===== src/rtl/multi_chn_spi_sender.sv =====
// SPI-master frame sender: streams every buffered sample of every channel to the Zynq in one mode-0 SPI frame.
// Each word costs 2 + 2*DATA_W*CLK_DIV cycles; a dropped ZYNQ_RD_EN aborts the frame on the next cycle.
module multi_chn_spi_sender #(
    parameter int N_CHN     = 4,
    parameter int N_SAMPLES = 16,
    parameter int DATA_W    = 16,
    parameter int CLK_DIV   = 4,
    localparam int AW = (N_CHN * N_SAMPLES > 1) ? $clog2(N_CHN * N_SAMPLES) : 1
) (
    input  logic              clk,
    input  logic              reset,
    input  logic              ZYNQ_RD_EN,
    output logic              mem_rd_en,
    output logic [AW-1:0]     mem_addr,
    input  logic [DATA_W-1:0] mem_data,
    output logic              SCLK,
    output logic              MOSI,
    output logic              CS_N,
    output logic              SPI_complete,
    output logic              spi_abort,
    output logic              busy
);
    localparam int NW = N_CHN * N_SAMPLES;
    localparam int BW = $clog2(DATA_W);
    localparam int CW = (CLK_DIV > 1) ? $clog2(CLK_DIV) : 1;

    typedef enum logic [2:0] {S_IDLE, S_FETCH, S_LOAD, S_SHIFT, S_DONE, S_ABORT} state_t;

    state_t            r_state, w_state_nxt;
    logic              r_rd_en_q, r_armed;
    logic [AW-1:0]     r_idx, r_mem_addr;
    logic [DATA_W-1:0] r_shift;
    logic [BW-1:0]     r_bit;
    logic [CW-1:0]     r_div;
    logic              r_mem_rd_en, r_sclk, r_mosi, r_cs_n, r_complete, r_abort, r_busy;
    logic              w_start, w_phase_end, w_word_end, w_last_word;

    // A request level already high when reset releases must not start a frame;
    // r_armed stays clear until the request has been seen low once.
    assign w_start     = r_armed && ZYNQ_RD_EN && !r_rd_en_q;
    assign w_phase_end = (r_div == CW'(CLK_DIV - 1));
    assign w_word_end  = (r_state == S_SHIFT) && r_sclk && w_phase_end && (r_bit == '0);
    assign w_last_word = (r_idx == AW'(NW - 1));

    always_comb begin
        w_state_nxt = r_state;
        unique case (r_state)
            S_IDLE:  if (w_start) w_state_nxt = S_FETCH;
            S_FETCH: w_state_nxt = ZYNQ_RD_EN ? S_LOAD : S_ABORT;
            S_LOAD:  w_state_nxt = ZYNQ_RD_EN ? S_SHIFT : S_ABORT;
            S_SHIFT: begin
                if (!ZYNQ_RD_EN)     w_state_nxt = S_ABORT;
                else if (w_word_end) w_state_nxt = w_last_word ? S_DONE : S_FETCH;
            end
            S_DONE:  w_state_nxt = S_IDLE;
            S_ABORT: w_state_nxt = S_IDLE;
            default: w_state_nxt = S_IDLE;
        endcase
    end

    always_ff @(posedge clk) begin
        if (reset) begin
            r_state     <= S_IDLE;
            r_rd_en_q   <= 1'b0;
            r_armed     <= 1'b0;
            r_idx       <= '0;
            r_mem_addr  <= '0;
            r_shift     <= '0;
            r_bit       <= '0;
            r_div       <= '0;
            r_mem_rd_en <= 1'b0;
            r_sclk      <= 1'b0;
            r_mosi      <= 1'b0;
            r_cs_n      <= 1'b1;
            r_complete  <= 1'b0;
            r_abort     <= 1'b0;
            r_busy      <= 1'b0;
        end else begin
            r_state     <= w_state_nxt;
            r_rd_en_q   <= ZYNQ_RD_EN;
            if (!ZYNQ_RD_EN) r_armed <= 1'b1;
            r_mem_rd_en <= 1'b0;
            r_complete  <= 1'b0;
            r_abort     <= 1'b0;
            if (w_state_nxt == S_ABORT) begin
                r_cs_n     <= 1'b1;
                r_sclk     <= 1'b0;
                r_mosi     <= 1'b0;
                r_idx      <= '0;
                r_mem_addr <= '0;
                r_abort    <= 1'b1;
            end else begin
                unique case (r_state)
                    S_IDLE: if (w_state_nxt == S_FETCH) begin
                        r_cs_n      <= 1'b0;
                        r_busy      <= 1'b1;
                        r_mem_rd_en <= 1'b1;
                        r_mem_addr  <= r_idx;
                    end
                    S_LOAD: begin
                        r_shift <= mem_data;
                        r_mosi  <= mem_data[DATA_W-1];
                        r_sclk  <= 1'b0;
                        r_div   <= '0;
                        r_bit   <= BW'(DATA_W - 1);
                    end
                    S_SHIFT: begin
                        if (w_phase_end) begin
                            r_div  <= '0;
                            r_sclk <= ~r_sclk;
                            if (r_sclk && r_bit == '0) begin
                                if (w_last_word) begin
                                    r_cs_n     <= 1'b1;
                                    r_complete <= 1'b1;
                                    r_mosi     <= 1'b0;
                                    r_idx      <= '0;
                                    r_mem_addr <= '0;
                                end else begin
                                    r_idx       <= r_idx + AW'(1);
                                    r_mem_rd_en <= 1'b1;
                                    r_mem_addr  <= r_idx + AW'(1);
                                end
                            end else if (r_sclk) begin
                                r_mosi  <= r_shift[DATA_W-2];
                                r_shift <= {r_shift[DATA_W-2:0], 1'b0};
                                r_bit   <= r_bit - BW'(1);
                            end
                        end else begin
                            r_div <= r_div + CW'(1);
                        end
                    end
                    S_DONE, S_ABORT: r_busy <= 1'b0;
                    default: ;
                endcase
            end
        end
    end

    assign mem_rd_en    = r_mem_rd_en;
    assign mem_addr     = r_mem_addr;
    assign SCLK         = r_sclk;
    assign MOSI         = r_mosi;
    assign CS_N         = r_cs_n;
    assign SPI_complete = r_complete;
    assign spi_abort    = r_abort;
    assign busy         = r_busy;
endmodule


===== config.mk =====
export PLATFORM = sky130hd
export DESIGN_NAME = multi_chn_spi_sender
export DESIGN_NICKNAME = d
export VERILOG_FILES = /design/src/rtl/multi_chn_spi_sender.sv
export SDC_FILE = /design/constraint.sdc
export NUM_CORES = 1
export LEC_CHECK = 0
export CAP_MARGIN = 20
export CORE_MARGIN = 3
export CORE_UTILIZATION = 48
export DETAILED_ROUTE_END_ITERATION = 8
export PLACE_DENSITY = 0.75
export SLEW_MARGIN = 20
export SYNTH_ARGS = -nofsm -noshare
export SYNTH_HDL_FRONTEND = slang
export SYNTH_SLANG_ARGS = --single-unit

===== constraint.sdc =====
create_clock -name clk -period 1.7 [get_ports clk]
set_input_delay 0.425 -clock clk [delete_from_list [all_inputs] [get_ports clk]]
set_output_delay 0.425 -clock clk [all_outputs]
set_load 0.1 [all_outputs]

==> metrics <==
WS Path Type flop to flop; status finished, violations left; CP Capture Type flop; type of origin of the critical path flop; final hold vios 0; Pwr per Cell Area 716 nW/um2; most frequent cells in the layout 47 x nand2_1, 42 x dfxtp_1, 35 x buf_4; Row Count 23; Post-synth EDFFs 0; hold_ws between 0.4 and 0.5 ns; synth top area cells dfxtp_1 43%, nand2_1 8.4%, a311oi_1 7.1%, nor2_1 5.9%, a21oi_1 3.3%; Tcrit/Tclk final 1.02; Post-Synthesis Cells 254; skew final 0.0103 ns; Die X-Extent 72.3 um; Hold WC Path Type flop to flop; Starting Density 0.512; Comb pwr share 0.197; initial antenna violation count 0; first-pass GRT wire length 8.44 mm; drt drc 0; setup ws final -0.0262 ns; WL final 5.45 mm; CTS Buf Count 5; CTS tree built; wire per inst 14.7 um; slowest stage cell, crit path dfxtp_2; Post-synth ARST share 0; Root Buffer clkbuf_8; Pint 1.58 mW; crit path launch r_bit[1]; # clock sinks 45; Syn Nets roughly 280; fraction of power spent switching nets 0.298; hold path start r_armed; Critical Path Max Stage Delay 0.34 ns; Area Overhead vs Synth 48.9%; flop2flop setup slack -0.03 ns; full die area 5220 um2; antenna cells 0; Placer Congestion 0.889; die height just over 70 um; relative max-transition margin 0.777; most common cell after layout, fill and taps aside nand2_1; GR Util All Layers 0.204; sequential cell area fraction in the yosys report 0.427; Fillers ~270; Cell Chain, Critical Path inv_2 -> ha_4 -> nor3b_2 -> buf_4 -> nand4_1 -> a21oi_4 -> buf_6 -> nor2_2 -> a311oi_2; via count 2098; Core Util, Final 0.763; Final setup viols 5; Critical Path RT around 1.9 ns; reg2reg start r_bit[1]; P_leak between 1 and 1.5 nW; clock-pin slew on the worst setup and hold paths ~0.090 ns; clock power share 0.306; Final ANT Viol Nets 0; Synth Register Bits 45; Max Cap Viol 0; NumNets Final 342; vias per cell 5.67; post-synth top area share 0.427; minimum clock period about 1.7 ns; num ports 32; Mapped Area 2110 um2; Starting DRT DRC Count 142; largest net degree at the start of global routing 22; Yosys warnings 0; unrepaired setup endpoints after global routing yes; iteration count of the initial detailed-routing pass 4; Fmax 579 MHz; Psw 669 uW; Synth Area per Inst 8.30 um2; total gr overflow 0; Port Buffers 31; Synth area leader dfxtp_1; Synth Flop Type dfxtp_1; share of layout cells above drive strength 1 0.322; count of cell types in the netlist 38; Slew @ Worst Pin 0.332 ns; failing checks setup timing; vias in the first global route 1909; Hold-fix buffers, CTS 0; Slew Limit Fails 0; area of the core 4120 um2; hpwl dp 3.47 mm; CP max FO 6; Seq pwr share 0.497; H-tree depth 2; Max clock buf depth 2; Worst Path Arrival between 1.5 and 2 ns; worst skew pair latency about 0.3 ns; maximum vdd drop 0.577 mV
[timing repair]
action,in CTS,in global routing
setup endpoints to repair,23,29
resized for setup,8,34
cloned,2,1
pin swaps,12,22
buffers inserted,8,4
[power groups by stage]
stage          clock network, mW  logic [mW]  registers (mW)
2_1_floorplan                  0       0.126            1.23
3_3_place_gp                   0       0.378            1.14
3_5_place_dp                   0       0.385            1.14
4_1_cts                    0.685       0.403            1.11
5_1_grt                    0.737       0.467            1.12
6_report                   0.688       0.442            1.12
[cells by family (layout without fill, tap and decap cells)]
kind of cell	Yosys count	in the layout	synth area share
AOI/OAI and AO/OA	52	52	0.187
xor gates and xnor gates	6	6	0.0249
adders and majority gates	4	4	0.0237
buffers and inverters	26	92	0.0724
DFF	45	45	0.427
and+or+nand+nor	121	121	0.265
[per-layer routing]
| layer | track usage | part of all wire | routed length [um] |
|---|---|---|---|
| met5 | 0 | 0 | 0 |
| met4 | 0.100 | 0.025 | 135 |
| met3 | 0.0429 | 0.043 | 237 |
| met2 | 0.346 | 0.50 | 2700 |
| met1 | 0.243 | 0.44 | 2370 |
[stage by stage]
| stage | worst slack, ns | cell area (um2) | instances | total power [mW] | setup TNS [ns] |
|---|---|---|---|---|---|
| after detailed placement | -0.417 | 2760 | 348 | 1.52 | -6.55 |
| after CTS | -0.0472 | 2950 | 366 | 2.20 | -0.0475 |
| after global placement | -0.346 | 2760 | 348 | 1.52 | -5.36 |
| after floorplan | 0.000358 | 2110 | 254 | 1.35 | 0 |
| after global routing | -0.115 | 3140 | 370 | 2.33 | -0.709 |
| final | -0.0262 | 3140 | 370 | 2.25 | -0.0902 |
[path summary, 6_finish.rpt]
path	to	depth (start not counted)
max	mem_addr[3]	9
min	r_armed	2
max reg2reg	mem_addr[3]	9
min reg2reg	r_armed	2
[registers in the layout (all words and copies together), names as in the netlist, 2 cells and up]
name and flops:
r_idx 6, r_div 2, mem_addr 6, r_shift 15
r_state 3, r_bit 4
[cells in the mapped netlist, types with 2 or more instances]
library cell	count
o21ai_0	3
a311oi_1	17
buf_4	2
and3_1	5
a211oi_1	7
clkbuf_1	5
nor2_1	33
nor3_1	8
a21oi_1	14
nand4_1	4
nand2_1	47
buf_6	5
dfxtp_1	45
buf_2	8
nor2b_1	3
xor2_1	6
nand3_1	7
and2_1	3
o31ai_2	2
inv_1	6
nand2b_1	2
or3_1	3
ha_1	4
[area by class of cell]
| type | instances | area [um2] | area share |
|---|---|---|---|
| repair buffers | 78 | 885 | 0.282 |
| flip-flops and latches | 45 | 907 | 0.289 |
| clock buffers | 5 | 68.8 | 0.0219 |
| well taps | 50 | 62.6 | 0.0199 |
| inverters | 6 | 22.5 | 0.00717 |
| clock inverters | 3 | 21.3 | 0.00678 |
| multi-input cells | 183 | 1170 | 0.373 |
[worst max-delay path, delay by kind of cell (launching register included)]
family	cells	cell delay [ns]
AND/OR/NAND/NOR	3	0.35
adder cells (fa/ha/maj)	1	0.12
flip-flops	1	0.34
buffers and inverters	3	0.39
AO/OA/AOI/OAI	2	0.45
Power figures use the tool's default switching activity.
